## config.mk

```make
export PLATFORM = sky130hd
export DESIGN_NAME = mux_sweep_ctrl
export DESIGN_NICKNAME = d
export VERILOG_FILES = /design/src/rtl/mux_sweep_ctrl.sv
export SDC_FILE = /design/constraint.sdc
export NUM_CORES = 1
export LEC_CHECK = 0
export ABC_AREA = 1
export BUFFER_PORTS_ARGS = -buffer_cell sky130_fd_sc_hd__buf_2
export CORE_MARGIN = 2
export CORE_UTILIZATION = 40
export CTS_CLUSTER_SIZE = 25
export DETAILED_ROUTE_END_ITERATION = 16
export GPL_TIMING_DRIVEN = 0
export SLEW_MARGIN = 20
export SYNTH_ARGS = -nofsm -noshare
export SYNTH_HDL_FRONTEND = slang
export SYNTH_SLANG_ARGS = --single-unit
```

## constraint.sdc

```tcl
create_clock -name clk -period 1.76 [get_ports clk]
set_clock_uncertainty 0.05 [all_clocks]
set_input_delay 0.264 -clock clk [delete_from_list [all_inputs] [get_ports clk]]
set_output_delay 0.264 -clock clk [all_outputs]
set_load 0.05 [all_outputs]
```

## src/rtl/mux_sweep_ctrl.sv

```systemverilog
// Walks A,B,C,D through all 16 vectors, captures g/h truth tables, checks them.
// Optional MUX_SWEEP_STOP_ON_MISMATCH_EN ends the sweep at the first bad vector.
module mux_sweep_ctrl #(
  parameter int unsigned SETTLE_CYCLES = 1
) (
  input  logic        clk,
  input  logic        rst_n,
  input  logic        start,
  input  logic [15:0] exp_g,
  input  logic [15:0] exp_h,
  output logic        sel_a,
  output logic        sel_b,
  output logic        sel_c,
  output logic        sel_d,
  input  logic        g_in,
  input  logic        h_in,
  output logic        busy,
  output logic        done,
  output logic [15:0] g_tt,
  output logic [15:0] h_tt,
  output logic        pass,
  output logic [3:0]  mismatch_idx
);

  typedef enum logic [1:0] {
    S_IDLE,
    S_SWEEP,
    S_DONE
  } state_t;

  localparam logic [7:0] LP_LAST = 8'(SETTLE_CYCLES - 1);

  state_t      r_state;
  logic [3:0]  r_idx;
  logic [7:0]  r_cnt;
  logic [15:0] r_exp_g;
  logic [15:0] r_exp_h;
  logic [15:0] r_g_tt;
  logic [15:0] r_h_tt;
  logic        r_busy;
  logic        r_done;
  logic        r_pass;
  logic        r_mm_found;
  logic [3:0]  r_mm_idx;

  logic w_mm;
  logic w_last;
  logic w_end;

  assign w_mm   = (g_in != r_exp_g[r_idx])
                | (h_in != r_exp_h[r_idx]);
  assign w_last = (r_idx == 4'd15);

`ifdef MUX_SWEEP_STOP_ON_MISMATCH_EN
  assign w_end = w_last | w_mm;
`else
  assign w_end = w_last;
`endif

  always_ff @(posedge clk or negedge rst_n) begin
    if (!rst_n) begin
      r_state    <= S_IDLE;
      r_idx      <= '0;
      r_cnt      <= '0;
      r_exp_g    <= '0;
      r_exp_h    <= '0;
      r_g_tt     <= '0;
      r_h_tt     <= '0;
      r_busy     <= 1'b0;
      r_done     <= 1'b0;
      r_pass     <= 1'b0;
      r_mm_found <= 1'b0;
      r_mm_idx   <= '0;
    end else begin
      unique case (r_state)
        S_IDLE: begin
          r_done <= 1'b0;
          if (start) begin
            r_exp_g    <= exp_g;
            r_exp_h    <= exp_h;
            r_g_tt     <= '0;
            r_h_tt     <= '0;
            r_pass     <= 1'b0;
            r_mm_found <= 1'b0;
            r_mm_idx   <= '0;
            r_idx      <= '0;
            r_cnt      <= '0;
            r_busy     <= 1'b1;
            r_state    <= S_SWEEP;
          end
        end
        S_SWEEP: begin
          if (r_cnt != LP_LAST) begin
            r_cnt <= r_cnt + 8'd1;
          end else begin
            r_cnt         <= '0;
            r_g_tt[r_idx] <= g_in;
            r_h_tt[r_idx] <= h_in;
            if (w_mm && !r_mm_found) begin
              r_mm_found <= 1'b1;
              r_mm_idx   <= r_idx;
            end
            if (w_end) begin
              r_idx   <= '0;
              r_busy  <= 1'b0;
              r_done  <= 1'b1;
              r_pass  <= !(r_mm_found || w_mm);
              r_state <= S_DONE;
            end else begin
              r_idx <= r_idx + 4'd1;
            end
          end
        end
        S_DONE: begin
          r_done  <= 1'b0;
          r_state <= S_IDLE;
        end
        default: r_state <= S_IDLE;
      endcase
    end
  end

  assign sel_a        = r_idx[3];
  assign sel_b        = r_idx[2];
  assign sel_c        = r_idx[1];
  assign sel_d        = r_idx[0];
  assign busy         = r_busy;
  assign done         = r_done;
  assign g_tt         = r_g_tt;
  assign h_tt         = r_h_tt;
  assign pass         = r_pass;
  assign mismatch_idx = r_mm_idx;

endmodule

```

Word-level counts from Yosys, hierarchy flattened --
Index checks and enable logic that the tools add are counted.
Operators by class: order comparisons 2, $add $sub $neg 2, mux-type cells 41, bitwise logic cells 1, reductions and logical operators 17, equality and inequality tests 9
Operators with widths (count):
- 16-bit case mux with 2 select lines | 2
- 16-bit two-way mux | 3
- 16-bit bitwise mux | 2
- 4-bit two-way mux | 5
- 8-bit two-way mux | 2
- 4-bit case mux with 2 select lines | 2
- 8-bit case mux with 2 select lines | 1
- 1-bit two-way mux | 13
- 3-bit AND reduction | 3
- 8-bit by 1-bit adder with 8-bit output, second input constant | 1
- 1-bit binary-select mux with 4-bit select | 2
- 2-bit inequality test, second input constant | 4
- 1-bit case mux with 2 select lines | 4
- 4-bit AND reduction | 2
- 8-bit nonzero test | 1
- 2-bit two-way mux | 3
- 4-bit by 5-bit < comparator with 1-bit output, second input constant | 1
- 4-bit by 1-bit adder with 4-bit output, second input constant | 1
- 1-bit demux with 4-bit select | 1
- 4-bit equality test, second input constant | 1
- 4-bit by 1-bit >= comparator with 1-bit output, second input constant | 1
- 2-bit case mux with 2 select lines | 1
- 2-bit AND reduction | 2
- 2-bit nonzero test | 2
- other kinds (9) | 12
Word-level totals: output and inout bits 43, bits in registers 86, bits of input ports 37

Depth between registers and ports, before layout --
Gate-level depths: netlist of run 1.
word-level depth 9, depth in mapped cells 17

Worst setup path after synthesis of run 1 --
Ideal clock, no wire load.
path type register to register, start point register r_idx[0], end point register r_mm_idx[0] (netlist: mismatch_idx[0]), setup slack -0.222 ns, arrival time 1.813 ns, cell stages (with the launch flop) 18, clock period less this slack 1.982 ns, buffers on the path 2, cell sequence dfrtp_1 buf_6 inv_8 buf_12 nand2_2 nand3_2 nand2_1 nand2_1 nand2_1 nor2_1 nand2_1 nand2_1 nand2_2 nand2_2 nand2_4 nand2_4 nand2_1 nand2_1
Between the ends: longest elaborated chain between the ends 7, elaborated cells between the ends (all ways) 13
RTL lines:
- start, declared | RTL line 34 | logic [3:0] r_idx;
- start signal, assigned | RTL line 110 | r_idx <= r_idx + 4'd1;
- 1-bit binary-select mux with 4-bit select, on equally long branches | RTL line 50, 51
- 1-bit two-way mux, on equally long branches | RTL line 50, 51
- 1-bit inequality test, on equally long branches | RTL line 50, 51
- 1-bit bitwise OR | RTL line 51 | | (h_in != r_exp_h[r_idx]);
- 1-bit logical AND | RTL line 99 | if (w_mm && !r_mm_found) begin
- 2-bit inequality test (no line)
- 4-bit AND reduction (no line)
- end signal, assigned | RTL line 101 | r_mm_idx <= r_idx;
- end, declared | RTL line 44 | logic [3:0] r_mm_idx;
Parallel ways exist; a longest one is shown, timed or not. The select of a mux whose other input is x is not followed. A chain may end at the register's enable or synchronous reset.

Final worst setup path of run 1 --
Ends and elaborated chain as after synthesis.

==> impl_metrics.csv, run 1 <==
group,metric,value,unit
critical_path,r2r_path_start,"r_idx[0]$_DFFE_PN0P_",
die,die_y,106,um
die,pin_count,80,
sta,period_share,104,%
outcome,run_status,"finished, violations left",
power,pwr-share-seq,29.4,%
sta,grt_setup_unrepaired,"yes",
sta,final_max_slew_viol_count,0,
critical_path,worst_ep_required_time,1.97,ns
placement,io_buffer_count,79,
global_routing,grt.overflow.total,0,
clock_network,clock_tree_from_tritoncts,"done",
flow_run,max_cap_violations,0,
layout,filler_cell_count,983,
die,die_area,11200,um^2
critical_path,start_kind,"flip-flop",
synth,sequential_area_share_after_synthesis,51.8,%
die,rows,37,
critical_path,stage_delay_of_the_slowest_cell_on_the_critical_path,0.44,ns
synth,synth_edf_count,0,
synth,largest_area_contributor_in_the_synthesized_netlist,"sky130_fd_sc_hd__dfrtp_1",
route,drc,0,
sta,timing.final.hold_violations,0,
route,routed_via_density,4.88,
critical_path,worst_setup_path_startpoint,"r_idx[0]$_DFFE_PN0P_",
sta,finalCriticalPeriod,1.83,ns
power,leakage,2.74,nW
sta,finalSetupViolCount,7,
synth,synth-seq-cells,86,
power,cellPowerDensity,1940,nW/um^2
synth,xor_xnor_share_of_the_synthesized_area,1.05,%
critical_path,critical_path_cell_sequence,"buf_12 > clkinv_8 > buf_12 > nand2_2 > nand3_1 > nand2_1 > nand2_1 > nand2_1 > o21ai_1 > nand2_1 > nand2_2 > nand2_2 > nand2_4 > nand2_4 > nand2_1 > nand2_1",
outcome,failing_checks,"setup timing",
clock_network,htreeDepth,3,
placement,post-place-cells,717,
synth,synth.area.mux_share,0,%
min_path,instance_count_along_the_most_critical_hold_path,3,
power,vdd.ir_drop.worst,0.842,mV
critical_path,cp-end-kind,"flip-flop",
sta,postLayoutSetupSlackWorst,-0.0710,ns
die,initial_utilization,40.8,%
min_path,class_of_the_worst_hold_path,"in -> reg",
route,wl_per_cell,14.3,um
power,totalPowerFinal,0.0106,W
layout,layout-area-overhead-vs-synth,32.3,%
route,detailedRoute.firstPassIterationCount,4,
power,power_frac_clock,12.3,%
synth,ys_types,31,
sta,fin_hold_ws,0.0515,ns
synth,ys_async_sr_fraction,100,%
power,combPwrFrac,58.3,%
synth,synth-compound-area-share,11.6,%
synth,yosysWarningCount,0,
critical_path,arrival,2.04,ns
synth,simple_gate_share_of_the_synthesized_area,23.9,%
critical_path,worstPathMaxFanout,7,
sta,slew_headroom,67.9,%
global_routing,largest_net_degree_at_the_start_of_global_routing,52,
global_routing,total_global_route_track_usage,20.4,%
sta,worst_pin_slew,0.481,ns
route,wirelength,10800,um
clock_network,clock_tree.root_cell,"sky130_fd_sc_hd__clkbuf_8",
clock_network,cts_made_buffers,9,
clock_network,cts-root-to-sink-buffers,2,
power,switching_share,49.9,%
critical_path,r2r.worst_path.cells,16,
layout,drive_above_1_share,36.4,%
placement,detailedPlace.worstSlack,-0.222,ns
route,count_of_vias_placed_by_the_detailed_router,3680,
critical_path,critical_path.slowest_cell,"sky130_fd_sc_hd__dfrtp_2",
synth,synth-main-ff-cell,"sky130_fd_sc_hd__dfrtp_1",
critical_path,crit_path_frequent_cell,"sky130_fd_sc_hd__nand2_1",
die,core,10200,um^2
clock_network,cts.reportedPaths.clkPinSlew,0.09,ns
synth,synth_top_area_share,51.8,%
global_routing,antenna_found_initial,0,
power,psw,0.00531,W
placement,finalWeightedCongestion,0.753,
synth,syn_inst_count,501,
layout,antennaDiodeCount,0,
layout,finish.cell_count_without_fillers,754,
global_routing,grt_pass1_vias,3621,
global_routing,global_route_wire_length_before_repair,17900,um
route,postRouteAntennaNets,0,
route,drt_first_iter_violations,131,
placement,hpwl,7410,um
synth,synth.area.top_cells,"sky130_fd_sc_hd__dfrtp_1 52%, sky130_fd_sc_hd__nand2_1 12%, sky130_fd_sc_hd__o21ai_0 7.1%, sky130_fd_sc_hd__inv_1 5.6%, sky130_fd_sc_hd__nand3_1 5.4%",
synth,synth_fa_ha_area_share,1.81,%
power,p_int,0.00533,W
die,die-width,106,um
critical_path,path_class,"reg -> reg",
synth,syn_avg_cell_area,8.29,um^2
clock_network,worstSkewPairLatency,0.37,ns
clock_network,numClockSinks,86,
min_path,worstHoldStart,"exp_h[3]",
layout,num-nets-final,656,
sta,clock.fmax,546,MHz
synth,synth_nets,544,
synth,netlist_area,4150,um^2
synth,synth_top_family_by_area,"simple AND/OR/NAND/NOR gates",
final timing paths:
check,slack [ns],to
min,0.05,r_exp_h[3]$_DFFE_PN0P_
min reg2reg,0.43,mismatch_idx[1]$_DFFE_PN0P_
min in group asynchronous,0.34,r_exp_g[0]$_DFFE_PN0P_
max reg2reg,-0.07,mismatch_idx[0]$_DFFE_PN0P_
max,-0.07,mismatch_idx[0]$_DFFE_PN0P_
max in group asynchronous,0.70,r_state[0]$_DFFE_PN0P_
cell type report:
class / count / area [um^2] / share of cell area (%)
Timing Repair inverter: 1 / 6.26 / 0.114
Buffer: 19 / 188 / 3.42
Sequential cell: 86 / 2160 / 39.3
Inverter: 69 / 282 / 5.13
Multi-Input combinational cell: 327 / 1870 / 34.0
Clock buffer: 10 / 138 / 2.51
Timing Repair Buffer: 100 / 638 / 11.6
Clock inverter: 6 / 46.3 / 0.843
Tap cell: 136 / 170 / 3.10
cells in the mapped netlist, drive strengths merged (3+ instances only):
library cell	n
nand2	140
inv	69
o31ai	3
nor2	33
clkbuf	5
xor2	4
ha	6
nand3	49
buf	14
o22ai	5
dfrtp	86
o21ai	70
a21oi	9
cell usage in the layout, fill, tap and decap left out, types with 12 or more instances in the layout:
cell type,n
sky130_fd_sc_hd__o21ai_1,21
sky130_fd_sc_hd__buf_4,14
sky130_fd_sc_hd__nand2_2,15
sky130_fd_sc_hd__inv_1,54
sky130_fd_sc_hd__nand3_1,36
sky130_fd_sc_hd__dfrtp_1,81
sky130_fd_sc_hd__buf_2,84
sky130_fd_sc_hd__inv_2,12
sky130_fd_sc_hd__nand3_2,12
sky130_fd_sc_hd__nor2_1,16
sky130_fd_sc_hd__nand2_1,116
sky130_fd_sc_hd__o21ai_0,41
per-layer routing:
metal  GRT usage, %  up-vias  wire length [um]
met2           31.8       79              4960
met1           28.5     1754              5150
met5              0        -                 0
met3           2.72       20               384
li1               -     1827                 -
met4           9.21        0               268
critical path: cells and delay by family, from the launching register on:
kind            cells  cell delay [ns]
buf+inv             3             0.33
flops               1             0.44
compound gates      1             0.13
simple gates       12             0.76
power by group through the flow:
stage / Sequential [W] / Clock (W) / Combinational [W]
2_1_floorplan: 0.00444 / 0 / 0.00251
3_3_place_gp: 0.00314 / 0 / 0.00501
3_5_place_dp: 0.00316 / 0 / 0.00508
4_1_cts: 0.00312 / 0.00134 / 0.00555
5_1_grt: 0.00322 / 0.00143 / 0.00675
6_report: 0.00313 / 0.00131 / 0.00620
flip-flops by register name (all words and copies together) (netlist names):
name,count
r_exp_g,16
done,1
busy,1
mismatch_idx,4
g_tt,16
r_mm_found,1
r_state,2
r_cnt,8
h_tt,16
r_exp_h,16
pass,1
r_idx,4
per-stage QoR:
| stage | utilization [%] | cell area, um^2 | setup TNS (ns) |
|---|---|---|---|
| final | 53.9 | 5490 | -0.298 |
| after global routing | 53.9 | 5490 | -3.25 |
| after CTS | 50.7 | 5170 | -0.498 |
| after detailed placement | 46.7 | 4750 | -7.61 |
| after global placement | 46.4 | 4720 | -39.46 |
| after floorplan | - | 4160 | -0.288 |
logic make-up after synthesis:
kind of cell	count (synthesis)
xor gates and xnor gates	5
AOI/OAI and AO/OA	90
adders and majority gates	6
and+or+nand+nor	226
DFF	86
buffers and inverters	88
timing repair:
| action | in CTS | in global routing |
|---|---|---|
| pin swaps | 7 | 23 |
| setup endpoints to repair | 76 | 70 |
| cloned | 3 | 1 |
| hold endpoints to repair | 35 | 0 |
| setup buffers | 10 | 7 |
| hold buffers | 1 | 0 |
| resized for setup | 34 | 93 |
No activity file was read; power rests on OpenSTA's default activity.
==> run 2, diff against run 1 <==
Settings changed: RECOVER_POWER set to 50.
==> run 2 against run 1 <==
Compared with the run above: the run still ends with setup timing left; critical endpoint unchanged; critical path depth unchanged; setup slack about the same; final area decreased by 0.36%; register-to-register slack about the same; critical path type unchanged; via count decreased by 0.65%; clock-buffer cell count unchanged; global-route usage unchanged; first-iteration DRC count unchanged; largest cell class unchanged; sequential power about the same; utilization decreased by 0.20 points.
==> impl_metrics.csv, run 2 (same netlist as run 1, synthesis figures left out) <==
group,metric,value,unit
route,postRouteAntennaNets,0,
outcome,failing_checks,"setup timing",
sta,worst_pin_slew,0.888,ns
sta,fin_hold_ws,0.0506,ns
critical_path,path_class,"reg -> reg",
critical_path,critical-path-top-delay-family,"simple AND/OR/NAND/NOR gates",
placement,finalWeightedCongestion,0.753,
critical_path,worst_ep_required_time,1.97,ns
clock_network,clock_tree_from_tritoncts,"done",
die,rows,37,
critical_path,worstPathMaxFanout,7,
die,core,10200,um^2
power,cellPowerDensity,1940,nW/um^2
sta,slew_headroom,40.8,%
clock_network,worstSkewPairLatency,0.37,ns
power,leakage,2.72,nW
global_routing,largest_net_degree_at_the_start_of_global_routing,52,
die,die-width,106,um
route,routed_via_density,4.85,
route,wl_per_cell,14.3,um
critical_path,crit_path_frequent_cell,"sky130_fd_sc_hd__nand2_1",
placement,hpwl,7410,um
layout,antennaDiodeCount,0,
clock_network,cts_made_buffers,9,
route,wirelength,10800,um
route,drt_first_iter_violations,131,
clock_network,clock_tree.root_cell,"sky130_fd_sc_hd__clkbuf_8",
die,initial_utilization,40.8,%
sta,grt_setup_unrepaired,"yes",
clock_network,htreeDepth,3,
global_routing,grt_pass1_vias,3621,
critical_path,worst_setup_path_startpoint,"r_idx[0]$_DFFE_PN0P_",
critical_path,stage_delay_of_the_slowest_cell_on_the_critical_path,0.44,ns
sta,final_max_slew_viol_count,0,
layout,finish.cell_count_without_fillers,754,
critical_path,cp-end-kind,"flip-flop",
placement,post-place-cells,717,
critical_path,timing.critical_path.buf_inv,3,
route,count_of_vias_placed_by_the_detailed_router,3656,
global_routing,grt.overflow.total,0,
sta,period_share,104,%
sta,timing.final.hold_violations,0,
die,die_y,106,um
global_routing,antenna_found_initial,0,
sta,finalCriticalPeriod,1.83,ns
clock_network,cts-root-to-sink-buffers,2,
die,pin_count,80,
layout,num-nets-final,656,
sta,postLayoutSetupSlackWorst,-0.0705,ns
min_path,class_of_the_worst_hold_path,"in -> reg",
layout,mostFrequentLayoutCell,"sky130_fd_sc_hd__nand2_1",
min_path,worstHoldStart,"exp_h[3]",
layout,drive_above_1_share,36.2,%
route,detailedRoute.firstPassIterationCount,4,
layout,mostFrequentLayoutCells,"116 x sky130_fd_sc_hd__nand2_1, 83 x sky130_fd_sc_hd__buf_2, 81 x sky130_fd_sc_hd__dfrtp_1",
outcome,run_status,"finished, violations left",
critical_path,critical_path.slowest_cell,"sky130_fd_sc_hd__dfrtp_2",
clock_network,numClockSinks,86,
global_routing,global_route_wire_length_before_repair,17900,um
clock_network,cts.reportedPaths.clkPinSlew,0.09,ns
sta,clock.fmax,546,MHz
placement,io_buffer_count,79,
route,drc,0,
critical_path,r2r_path_start,"r_idx[0]$_DFFE_PN0P_",
die,die_area,11200,um^2
critical_path,arrival,2.04,ns
sta,finalSetupViolCount,6,
layout,layout-area-overhead-vs-synth,31.8,%
power,vdd.ir_drop.worst,0.842,mV
global_routing,total_global_route_track_usage,20.4,%
critical_path,critical_path_cell_sequence,"buf_12 > clkinv_8 > buf_12 > nand2_2 > nand3_1 > nand2_1 > nand2_1 > nand2_1 > o21ai_1 > nand2_1 > nand2_2 > nand2_2 > nand2_4 > nand2_4 > nand2_1 > nand2_1",
critical_path,start_kind,"flip-flop",
flow_run,max_cap_violations,0,
-- run 2: cell types whose count changed in the layout (fill, tap and decap cells not counted), sizes merged --
cell,delta
buf,-2
clkbuf,+2
-- run 2: timing repair --
item,4_1_cts,5_1_grt
hold endpoints to repair,35,0
cloned,3,1
pin swaps,7,23
endpoints found under the setup margin,76,70
setup buffers,10,7
hold buffers,1,0
gates resized for setup,34,93
-- run 2: final timing paths --
check	cells after the start	slack, ns	endpoint
max in group asynchronous	3	0.19	r_state[0]$_DFFE_PN0P_
setup / recovery	16	-0.07	mismatch_idx[0]$_DFFE_PN0P_
hold reg to reg	2	0.43	mismatch_idx[1]$_DFFE_PN0P_
setup reg to reg	16	-0.07	mismatch_idx[0]$_DFFE_PN0P_
min in group asynchronous	2	0.49	r_exp_g[0]$_DFFE_PN0P_
hold / removal	3	0.05	r_exp_h[3]$_DFFE_PN0P_
-- run 2: final cells by class --
| type | count | area [um^2] |
|---|---|---|
| fillers | 983 | 4710 |
| flip-flops and latches | 86 | 2160 |
| multi-input cells | 327 | 1870 |
| repair buffers | 100 | 618 |
| inverters | 69 | 282 |
| plain buffers | 19 | 188 |
| well taps | 136 | 170 |
| clock buffers | 10 | 138 |
| clock inverters | 6 | 46.3 |
| repair inverters | 1 | 6.26 |
-- run 2: worst reg2reg max path, stage by stage, from the launching register on --
cell and delay [ns]:
sky130_fd_sc_hd__dfrtp_2 0.44, sky130_fd_sc_hd__buf_12 0.15, sky130_fd_sc_hd__clkinv_8 0.06, sky130_fd_sc_hd__buf_12 0.13, sky130_fd_sc_hd__nand2_2 0.04, sky130_fd_sc_hd__nand3_1 0.05, sky130_fd_sc_hd__nand2_1 0.06, sky130_fd_sc_hd__nand2_1 0.05
sky130_fd_sc_hd__nand2_1 0.07, sky130_fd_sc_hd__o21ai_1 0.13, sky130_fd_sc_hd__nand2_1 0.07, sky130_fd_sc_hd__nand2_2 0.08, sky130_fd_sc_hd__nand2_2 0.07, sky130_fd_sc_hd__nand2_4 0.09, sky130_fd_sc_hd__nand2_4 0.07, sky130_fd_sc_hd__nand2_1 0.06
sky130_fd_sc_hd__nand2_1 0.05
-- run 2: metal layers --
layer | share of wire [%] | GRT usage (%)
met1 | 49 | 28.5
met3 | 2.9 | 2.72
met2 | 46 | 31.8
met5 | 0 | 0
met4 | 2.2 | 9.21
-- run 2: power breakdown --
part	total [W]	switching, W	internal [W]
clock network	0.00132	0.000762	0.000555
registers	0.00313	0.000375	0.00275
logic	0.00619	0.00417	0.00202
total	0.0106	0.00531	0.00533
-- run 2: metrics by stage --
stage          total power (W)  setup TNS (ns)  util [%]  area (um^2)  setup slack, ns
2_1_floorplan          0.00695          -0.288         -         4160          -0.0657
3_3_place_gp           0.00815          -39.46      46.4         4720           -0.535
4_1_cts                 0.0100          -0.498      50.7         5170          -0.0700
6_report                0.0106          -0.291      53.7         5470          -0.0705
3_5_place_dp           0.00824           -7.61      46.7         4750           -0.222
5_1_grt                 0.0114           -3.49      53.7         5470           -0.181
